[src/rtl/collatz_pkg.sv]
`default_nettype none
// ============================================================================
// Module   : collatz_pkg
// Purpose  : Shared definitions for the collatz run controller: FSM state
//            encodings and the fixed burst-length width.
// Revision : 1.0 - initial release
// ============================================================================
package collatz_pkg;

  typedef enum logic [1:0] {
    ST_IDLE  = 2'd0,
    ST_RUN   = 2'd1,
    ST_BURST = 2'd2,
    ST_HALT  = 2'd3
  } state_t;

  localparam int unsigned c_burst_len_bits = 16;

endpackage
`default_nettype wire

[src/rtl/collatz_stall_mon.sv]
`default_nettype none
// ============================================================================
// Module   : collatz_stall_mon
// Purpose  : Detects that the core's start value has stopped advancing.
//            On every enabled cycle start is compared with its value from the
//            previous enabled cycle; a run of equal compares is counted.
//            stall is combinational and fires in the enabled cycle whose
//            compare brings the run to stall_limit.
// Ports    : clk, reset - clock, synchronous active-high reset
//            en         - core enable for this cycle
//            clr        - zero the run counter
//            start      - core start value
//            stall      - run of equal compares reaches stall_limit now
// Revision : 1.0 - initial release
// ============================================================================
module collatz_stall_mon #(
  parameter int unsigned bits        = 160,
  parameter int unsigned stall_limit = 4096
) (
  input  logic            clk,
  input  logic            reset,
  input  logic            en,
  input  logic            clr,
  input  logic [bits-1:0] start,
  output logic            stall
);

  localparam int unsigned     c_cnt_w = $clog2(stall_limit + 1);
  localparam logic [c_cnt_w-1:0] c_last = c_cnt_w'(stall_limit - 1);
  localparam logic [c_cnt_w-1:0] c_max  = c_cnt_w'(stall_limit);

  logic [bits-1:0]    r_prev;
  logic [c_cnt_w-1:0] r_cnt;
  logic               w_same;

  assign w_same = (start == r_prev);
  // The counter still holds limit-1 here; this compare completes the run.
  assign stall  = en & w_same & (r_cnt == c_last);

  always_ff @(posedge clk) begin
    if (reset) begin
      r_prev <= '0;
      r_cnt  <= '0;
    end else begin
      if (en) begin
        r_prev <= start;
      end
      if (clr) begin
        r_cnt <= '0;
      end else if (en) begin
        if (!w_same) begin
          r_cnt <= '0;
        end else if (r_cnt != c_max) begin
          r_cnt <= r_cnt + c_cnt_w'(1);
        end
      end
    end
  end

endmodule
`default_nettype wire

[src/rtl/collatz_run_ctrl.sv]
`default_nettype none
// ============================================================================
// Module   : collatz_run_ctrl
// Purpose  : Sequencer for the collatz_conjecture core and sole driver of its
//            clken. Free-run, single-step and N-step burst modes, saturating
//            count of enabled steps, automatic halt when the start value
//            stalls, and snap_req-edge-triggered snapshots of start/actual.
// Ports    : clk, reset          - clock, synchronous active-high reset
//            cmd_run             - level, free-run while high
//            cmd_step            - pulse, one enabled core cycle
//            cmd_burst/burst_len - pulse, burst_len enabled core cycles
//            cmd_clear           - pulse, leave HALT and clear counters
//            start, actual       - core values
//            snap_req            - rising edge requests a snapshot
//            clken               - registered core enable
//            snap_start/actual   - low snap_bits of start/actual
//            snap_valid          - 1-cycle pulse on snapshot update
//            steps               - saturating enabled-cycle count
//            burst_done          - 1-cycle pulse at end of a burst
//            stalled             - high while halted
//            state               - current FSM state
// Revision : 1.0 - initial release
// ============================================================================
module collatz_run_ctrl #(
  parameter int unsigned bits        = 160,
  parameter int unsigned snap_bits   = 128,
  parameter int unsigned cnt_bits    = 32,
  parameter int unsigned stall_limit = 4096
) (
  input  logic                 clk,
  input  logic                 reset,
  input  logic                 cmd_run,
  input  logic                 cmd_step,
  input  logic                 cmd_burst,
  input  logic                 cmd_clear,
  input  logic [15:0]          burst_len,
  input  logic [bits-1:0]      start,
  input  logic [bits-1:0]      actual,
  input  logic                 snap_req,
  output logic                 clken,
  output logic [snap_bits-1:0] snap_start,
  output logic [snap_bits-1:0] snap_actual,
  output logic                 snap_valid,
  output logic [cnt_bits-1:0]  steps,
  output logic                 burst_done,
  output logic                 stalled,
  output logic [1:0]           state
);

  import collatz_pkg::*;

  state_t                      r_state, w_state_n;
  logic                        r_clken, w_clken_n;
  logic [c_burst_len_bits-1:0] r_burst_cnt, w_burst_cnt_n;
  logic                        r_burst_done, w_burst_done_n;
  logic                        w_stall;
  logic                        w_clear;
  logic [cnt_bits-1:0]         r_steps;
  logic                        r_snap_req_d;
  logic                        r_snap_rise;
  logic [snap_bits-1:0]        r_snap_start;
  logic [snap_bits-1:0]        r_snap_actual;
  logic                        r_snap_valid;

  // A stall in the same cycle as cmd_clear wins; the clear is dropped.
  assign w_clear = cmd_clear & ~w_stall;

  collatz_stall_mon #(
    .bits        (bits),
    .stall_limit (stall_limit)
  ) u_stall_mon (
    .clk   (clk),
    .reset (reset),
    .en    (r_clken),
    .clr   (w_clear),
    .start (start),
    .stall (w_stall)
  );

  // --------------------------------------------------------------------------
  // FSM: state register
  // --------------------------------------------------------------------------
  always_ff @(posedge clk) begin
    if (reset) begin
      r_state      <= ST_IDLE;
      r_clken      <= 1'b0;
      r_burst_cnt  <= '0;
      r_burst_done <= 1'b0;
    end else begin
      r_state      <= w_state_n;
      r_clken      <= w_clken_n;
      r_burst_cnt  <= w_burst_cnt_n;
      r_burst_done <= w_burst_done_n;
    end
  end

  // --------------------------------------------------------------------------
  // FSM: next state and next registered outputs. clken is registered, so every
  // decision here takes effect on the core in the following cycle.
  // --------------------------------------------------------------------------
  always_comb begin
    w_state_n      = r_state;
    w_clken_n      = 1'b0;
    w_burst_cnt_n  = r_burst_cnt;
    w_burst_done_n = 1'b0;
    if (w_stall) begin
      w_state_n     = ST_HALT;
      w_burst_cnt_n = '0;
    end else begin
      case (r_state)
        ST_IDLE: begin
          if (cmd_clear) begin
            // clear takes the cycle; other commands are dropped
          end else if (cmd_run) begin
            w_state_n = ST_RUN;
            w_clken_n = 1'b1;
          end else if (cmd_burst) begin
            if (burst_len != '0) begin
              w_state_n     = ST_BURST;
              w_clken_n     = 1'b1;
              w_burst_cnt_n = burst_len;
            end else begin
              w_burst_done_n = 1'b1;
            end
          end else if (cmd_step) begin
            w_clken_n = 1'b1;
          end
        end
        ST_RUN: begin
          if (cmd_run) begin
            w_clken_n = 1'b1;
          end else begin
            w_state_n = ST_IDLE;
          end
        end
        ST_BURST: begin
          // clken is high in every BURST cycle; the counter holds the number
          // of enabled cycles left including the current one.
          if (r_burst_cnt <= c_burst_len_bits'(1)) begin
            w_state_n      = ST_IDLE;
            w_burst_cnt_n  = '0;
            w_burst_done_n = 1'b1;
          end else begin
            w_clken_n     = 1'b1;
            w_burst_cnt_n = r_burst_cnt - c_burst_len_bits'(1);
          end
        end
        ST_HALT: begin
          if (cmd_clear) begin
            w_state_n = ST_IDLE;
          end
        end
        default: begin
          w_state_n = ST_IDLE;
        end
      endcase
    end
  end

  // --------------------------------------------------------------------------
  // Saturating step counter
  // --------------------------------------------------------------------------
  always_ff @(posedge clk) begin
    if (reset) begin
      r_steps <= '0;
    end else if (w_clear) begin
      r_steps <= '0;
    end else if (r_clken && (r_steps != '1)) begin
      r_steps <= r_steps + cnt_bits'(1);
    end
  end

  // --------------------------------------------------------------------------
  // Snapshot: edge detected in the cycle snap_req first reads high, values
  // captured one cycle later so the copy is taken from a settled core cycle.
  // --------------------------------------------------------------------------
  always_ff @(posedge clk) begin
    if (reset) begin
      r_snap_req_d  <= 1'b0;
      r_snap_rise   <= 1'b0;
      r_snap_start  <= '0;
      r_snap_actual <= '0;
      r_snap_valid  <= 1'b0;
    end else begin
      r_snap_req_d <= snap_req;
      r_snap_rise  <= snap_req & ~r_snap_req_d;
      r_snap_valid <= r_snap_rise;
      if (r_snap_rise) begin
        r_snap_start  <= start[snap_bits-1:0];
        r_snap_actual <= actual[snap_bits-1:0];
      end
    end
  end

  // Upper bits of actual are not part of the snapshot.
  generate
    if (bits > snap_bits) begin : g_actual_hi
      logic w_unused_actual_hi;
      assign w_unused_actual_hi = ^actual[bits-1:snap_bits];
    end
  endgenerate

  assign clken       = r_clken;
  assign snap_start  = r_snap_start;
  assign snap_actual = r_snap_actual;
  assign snap_valid  = r_snap_valid;
  assign steps       = r_steps;
  assign burst_done  = r_burst_done;
  assign stalled     = (r_state == ST_HALT);
  assign state       = r_state;

endmodule
`default_nettype wire

[config.mk]
export PLATFORM = sky130hd
export DESIGN_NAME = collatz_run_ctrl
export DESIGN_NICKNAME = d
export VERILOG_FILES = /design/src/rtl/collatz_pkg.sv /design/src/rtl/collatz_stall_mon.sv /design/src/rtl/collatz_run_ctrl.sv
export SDC_FILE = /design/constraint.sdc
export NUM_CORES = 1
export LEC_CHECK = 0
export BUFFER_PORTS_ARGS = -buffer_cell sky130_fd_sc_hd__buf_2
export CELL_PAD_IN_SITES_DETAIL_PLACEMENT = 0
export CELL_PAD_IN_SITES_GLOBAL_PLACEMENT = 1
export CORE_AREA = 4 4 245 247
export CTS_BUF_LIST = sky130_fd_sc_hd__clkbuf_8
export CTS_CLUSTER_DIAMETER = 200
export DETAILED_ROUTE_END_ITERATION = 10
export DIE_AREA = 0 0 249 251
export HOLD_SLACK_MARGIN = 0.12
export PLACE_DENSITY = 0.79
export SETUP_SLACK_MARGIN = 0.05
export SLEW_MARGIN = 15
export SYNTH_ARGS = -nofsm -noshare
export SYNTH_HDL_FRONTEND = slang
export SYNTH_HIERARCHICAL = 1
export SYNTH_SLANG_ARGS = --single-unit
[constraint.sdc]
create_clock -name clk -period 4.6 [get_ports clk]
set_input_delay 0.23 -clock clk [delete_from_list [all_inputs] [get_ports clk]]
set_output_delay 0.23 -clock clk [all_outputs]
set_load 0.005 [all_outputs]
Word-level counts from Yosys, hierarchy flattened
Cells that the tools add are included.

storage, ports and cells
  output and inout bits = 294
  logic and storage cells = 80
  bits of input ports = 343
  flip-flop bits (word level) = 484

operators by class
  bitwise logic cells = 6
  add/subtract/negate cells = 3
  order comparisons = 1
  equal/unequal tests = 18
  reduce and logical (&&, ||, !) cells = 9
  mux-type cells = 31

operators with widths
  kind                                                                                number
  160-bit equality test                                                               1
  16-bit two-way mux                                                                  5
  32-bit by 1-bit adder with 32-bit output (second input constant)                    1
  32-bit inequality test (second input constant)                                      1
  16-bit one-hot mux with 2 select lines                                              1
  13-bit two-way mux                                                                  2
  16-bit by 1-bit less-or-equal comparator with 1-bit output (second input constant)  1
  2-bit two-way mux                                                                   8
  16-bit nonzero test                                                                 1
  16-bit by 1-bit subtractor with 16-bit output (second input constant)               1
  13-bit by 1-bit adder with 13-bit output (second input constant)                    1
  13-bit by 12-bit equality test with 1-bit output (second input constant)            1
  13-bit inequality test (second input constant)                                      1
  1-bit two-way mux                                                                   12
  2-bit inequality test (second input constant)                                       5
  3-bit inequality test (second input constant)                                       3
  4-bit inequality test (second input constant)                                       2
  2-bit one-hot mux with 4 select lines                                               1
  6-bit AND reduction                                                                 1
  5-bit AND reduction                                                                 1
  1-bit bitwise AND                                                                   4
  2-bit equality test (second input constant)                                         2
  2-bit OR reduction                                                                  2
  3-bit by 2-bit inequality test with 1-bit output (second input constant)            1
  8 further kinds                                                                     9

Logic depth before layout (Yosys ltp)
  word-level depth = 7
  gate-level depth with buffers = 15
  mapped depth without buffers = 13

By module
Netlist, hierarchy kept.

by module, submodules not included
  module             area an instance (um^2)  times used  cells an instance
  collatz_run_ctrl   11905.2                  1           1206
  collatz_stall_mon  8025.2                   1           825

Worst setup path after synthesis
OpenSTA, ideal clock, no wires.

  path kind = reg2reg
  from = register u_stall_mon.r_cnt[0]
  to = register u_stall_mon.r_cnt[11]
  arrival time = 3.233 ns
  path buffers = 1
  setup slack = 1.306 ns
  cell stages (with the launch flop) = 15
  period minus slack after synthesis = 3.294 ns
  path through = dfxtp_1 > ha_1 > nand3_1 > or2_2 > nor2_1 > nand3_1 > nor2_1 > nand3b_1 > nor4_1 > nor2b_1 > nor2_1 > or4b_1 > buf_2 > or4_4 > nand3_2

on the way
  word-level cells in the longest chain between the ends = 5

ends and longest elaborated chain
  what                                              line                     text
  start, declared                                   collatz_stall_mon.sv:33  logic [c_cnt_w-1:0] r_cnt;
  start signal, assigned                            collatz_stall_mon.sv:54  r_cnt <= r_cnt + c_cnt_w'(1);
  13-bit by 12-bit equality test with 1-bit output  collatz_stall_mon.sv:38  assign stall = en & w_same & (r_cnt == c_last);
  1-bit bitwise AND                                 collatz_stall_mon.sv:38
  via w_stall                                       collatz_run_ctrl.sv:56   logic w_stall;
  1-bit inverter                                    collatz_run_ctrl.sv:66   assign w_clear = cmd_clear & ~w_stall;
  1-bit bitwise AND                                 collatz_run_ctrl.sv:66
  via w_clear                                       collatz_run_ctrl.sv:57   logic w_clear;
  2-bit OR reduction (no source line)               --

The timed path passes the listed nets, and every way through them passes these cells. The select of a mux whose other input is x is not followed.
A chain may end at the register's enable or synchronous reset.

Worst setup path after layout
  from = register u_stall_mon.r_prev[91]
  to = register u_stall_mon.r_cnt[11]

on the way
  word-level cells in the longest chain between the ends = 6

ends and longest elaborated chain
  what                                 line                     text
  start, declared                      collatz_stall_mon.sv:32  logic [bits-1:0] r_prev;
  start signal, assigned               collatz_stall_mon.sv:46  r_prev <= start;
  160-bit equality test                collatz_stall_mon.sv:36  assign w_same = (start == r_prev);
  1-bit bitwise AND (2 in series)      collatz_stall_mon.sv:38
  via w_stall                          collatz_run_ctrl.sv:56
  1-bit inverter                       collatz_run_ctrl.sv:66
  1-bit bitwise AND                    collatz_run_ctrl.sv:66
  via w_clear                          collatz_run_ctrl.sv:57
  2-bit OR reduction (no source line)  --

The timed path passes the listed nets, and every way through them passes these cells.

==> metrics list <==
- Highest achievable clock rate: 251 MHz
* Capture endpoint of the worst hold path: snap_actual[120]
- In this run, synthesis produced a sequential element count of 484.
* Mapped Avg Cell Area: 9.81 µm²
- Of all flip-flops after synthesis, the portion carrying an async set or reset was 0%.
- Counting cells, the worst reg-to-reg path comes to 11.
- Post-synth EDFFs: 0
- For this design the ratio of total power to cell area is 361 mW/mm².
- CTS resizes: 0
- Placement Setup Slack: 0.561 ns
- Standard cell core area: 0.0576 mm²
* Crit path time final: 3.99 ns
- Start of the worst register-to-register path: u_stall_mon/r_prev[91]
- Effective utilization at floorplan: 34.6%
- In this run the deepest clock path goes through 3 buffers.
- Along the worst path, the maximum fanout reaches 14.
- Nature of the critical path startpoint: flip-flop
- Measured against its own limit, the worst slew margin works out to 28.2%.
* DRC violations left: 0
- Ordered cell list for the critical path: xnor2_1 -> nand4_1 -> nor4_1 -> nand4_1 -> nor4_2 -> buf_4 -> nor2b_1 -> nor2_1 -> or4b_1 -> or4_4 -> nand3_2
- The tightest min-delay check is of the input pin to flip-flop type.
- Most common library cell in the layout ignoring fill and taps: buf_2
- Counting every sink on the clock net gives 484.
* Distinct cells, synth: 58
* Transition at the pin with the smallest max-transition slack: 1.08 ns
* Most frequent cells in the layout: 603 x buf_2, 482 x dfxtp_1, 454 x nor2_1
* Post-synthesis instance area: 0.0199 mm²
- The critical path is of the flip-flop to flip-flop type.
* Synth Instances: 2031
* Crit path largest cell delay: 0.72 ns
* Number of failing hold endpoints at the final stage: 0
- Clock transition at the register clock pins on the worst setup and hold paths after CTS: 0.06 ns
* Sequential cell area fraction in the yosys report: 48.6%
- The detail route stage leaves a number of antenna-violating nets equal to 0.
- Of the cells placed in the final design, the portion with a size suffix greater than 1 is 25.9%.
- CTS built an H-tree with a depth of 3.
- First drt pass iteration count: 6
- Die ar.: 0.0625 mm²
- Clk_skew: 0.0430 ns
* Smallest hold slack: 0.336 ns
- The number of nets in the synthesized netlist is 2379.
- Vias after detailed routing: 18400
* Detail-routed net length per standard cell: 18.4 µm
- The detailed router finished its first iteration with 977 violations.
- Measured along the x axis, the die boundary spans 249 µm.
- The number of slew-limit violations in the final report came to 0.
- Counting instances, the worst hold path has a depth of 4.
* Vias per cell: 4.87
- Depth of the critical timing path with buffers and inverters included: 11
- Setup slack of the most critical reg-to-reg path: 0.61 ns
- Residual overflow from global routing: 0
* DIE HEIGHT: 251 µm
* Number of filler instances in the final layout: 5163
* Later-pin clock latency in the skew report: 0.69 ns
* Top_reg_cell synth: dfxtp_1
- For this run, the total global-route usage over all layers was measured as 21.1%.
- Arrival time at the worst endpoint: 4.62 ns
- Largest net degree at the start of global routing: 191
* Max rail drop VDD: 0.267 mV
- Crit path max-delay family: simple AND/OR/NAND/NOR gates
* Number of buffer cells added on primary ports: 604
- Buffers inserted during clock tree synthesis total 87.
- Category of the worst setup path capture point: flip-flop
- Design area: 0.0288 mm²
- Final sum of negative setup slack: 0 ns
* Post-DP HPWL: 48500 µm
- Setup-violating endpoint count in the final report: 0
- The slowest stage of the critical path belongs to the cell or4b_1.
* Most Frequent Cell on Critical Path: nand4_1
* Run status: completed
* End of the worst register-to-register path: u_stall_mon/r_cnt[11]
- Cells fill 49.9% of the core in the end.
- Unrepaired setup endpoints after global routing: no
- Worst Path Buf+Inv: 1
- The tree is rooted in a clkbuf_8.
* Max-Cap Viols: 0
- Total number of yosys warnings: 6
- TritonCTS clock tree: yes
* Vias in the first global route: 18900
- Origin of the worst min-delay path: actual[120]
- Area growth, synth to finish: 44.3%
- The final critical path takes up 86.7% of the cycle.
* Final nets: 3292
- The number of antenna violations at the first check in global routing is 5.
* Weighted congestion at the end of routability-driven global placement: 0.859
* Number of core rows: 88
* Total placed instance area: 0.0237 mm²
- In the post-route analysis, the smallest setup slack over all paths is 0.611 ns.
- Final wirelength: 69600 µm
* CP Data Required Time: 5.24 ns
* Reported leakage power: 0.0123 µW
* Number of top-level pins: 637
- The first global-routing pass estimated 106000 µm of wire.
metrics by stage:
step	std cells	power, µW
global placement	3302	5870
finish	3785	10400
CTS	3779	10500
floorplan	2031	5390
global route	3784	10900
detailed placement	3302	5910
final cells by class:
type / instances / area [µm²] / share of cell area (%)
Antenna cell: 6 / 15.0 / 0.0522
Sequential cell: 484 / 9700 / 33.7
Tap cell: 765 / 957 / 3.33
Clock inverter: 41 / 277 / 0.961
Clock buffer: 118 / 1620 / 5.65
Inverter: 14 / 52.6 / 0.183
Multi-Input combinational cell: 1422 / 9780 / 34.0
Timing Repair Buffer: 935 / 6360 / 22.1
sequential cells by signal, summed over array words and instances (netlist names):
register,count
burst_done,1
clken,1
r_burst_cnt,16
r_snap_req_d,1
r_snap_rise,1
snap_actual,128
snap_start,128
snap_valid,1
state,2
steps,32
u_stall_mon/r_cnt,13
u_stall_mon/r_prev,160
worst max-delay path by stage:
stage,startpoint,end,slack [ns]
2_1_floorplan,u_stall_mon/r_cnt[0],u_stall_mon/r_cnt[11],1.31
3_3_place_gp,start[83],u_stall_mon/r_cnt[11],0.64
3_5_place_dp,start[83],u_stall_mon/r_cnt[11],0.56
4_1_cts,u_stall_mon/r_prev[83],u_stall_mon/r_cnt[11],0.56
5_1_grt,u_stall_mon/r_prev[83],u_stall_mon/r_cnt[11],0.34
6_report,u_stall_mon/r_prev[91],u_stall_mon/r_cnt[11],0.61
cells by family (layout without fill, tap and decap cells):
kind of cell | count (synthesis) | in the layout | synth area share, %
other | 0 | 6 | 0
AOI/OAI and AO/OA | 127 | 127 | 4.20
adders and majority gates | 5 | 5 | 0.314
buffers and inverters | 125 | 1108 | 2.37
muxes | 417 | 417 | 20.9
DFF | 484 | 484 | 48.6
xor gates and xnor gates | 175 | 175 | 7.69
and+or+nand+nor | 698 | 698 | 15.9
cell usage after synthesis (16+ instances only):
master,instances,area [µm²]
mux2i_1,417,4170
nand4_1,55,344
xnor2_1,170,1490
a21oi_1,40,200
nor4_1,24,150
dfxtp_1,484,9690
clkbuf_1,62,233
nor3_1,16,80.1
nor2_1,454,1700
nand3_1,26,130
nand2_1,51,191
buf_1,47,176
tightest hold or removal path, stage by stage:
cell           delay [ns]
dlygate4sd3_1        0.52
buf_2                0.09
mux2i_1              0.05
nor2_1               0.07
metal layers:
metal,track usage [%],up-vias,wire length [µm]
li1,-,8852,-
met5,0,-,0
met2,35.6,649,33700
met3,5.66,137,4750
met4,8.91,0,2570
met1,25.6,8797,28600
where the power goes:
part | internal [µW] | switching, µW | total (µW)
clock | 2420 | 1900 | 4320
combinational | 761 | 747 | 1510
sequential | 4410 | 152 | 4560
total | 7590 | 2800 | 10400
timing repair:
item	CTS	global route
setup endpoints to repair	0	0
setup buffers	0	0
hold endpoints to repair	438	0
hold buffers	318	0
Note: power is estimated with default switching activity, not from simulation.
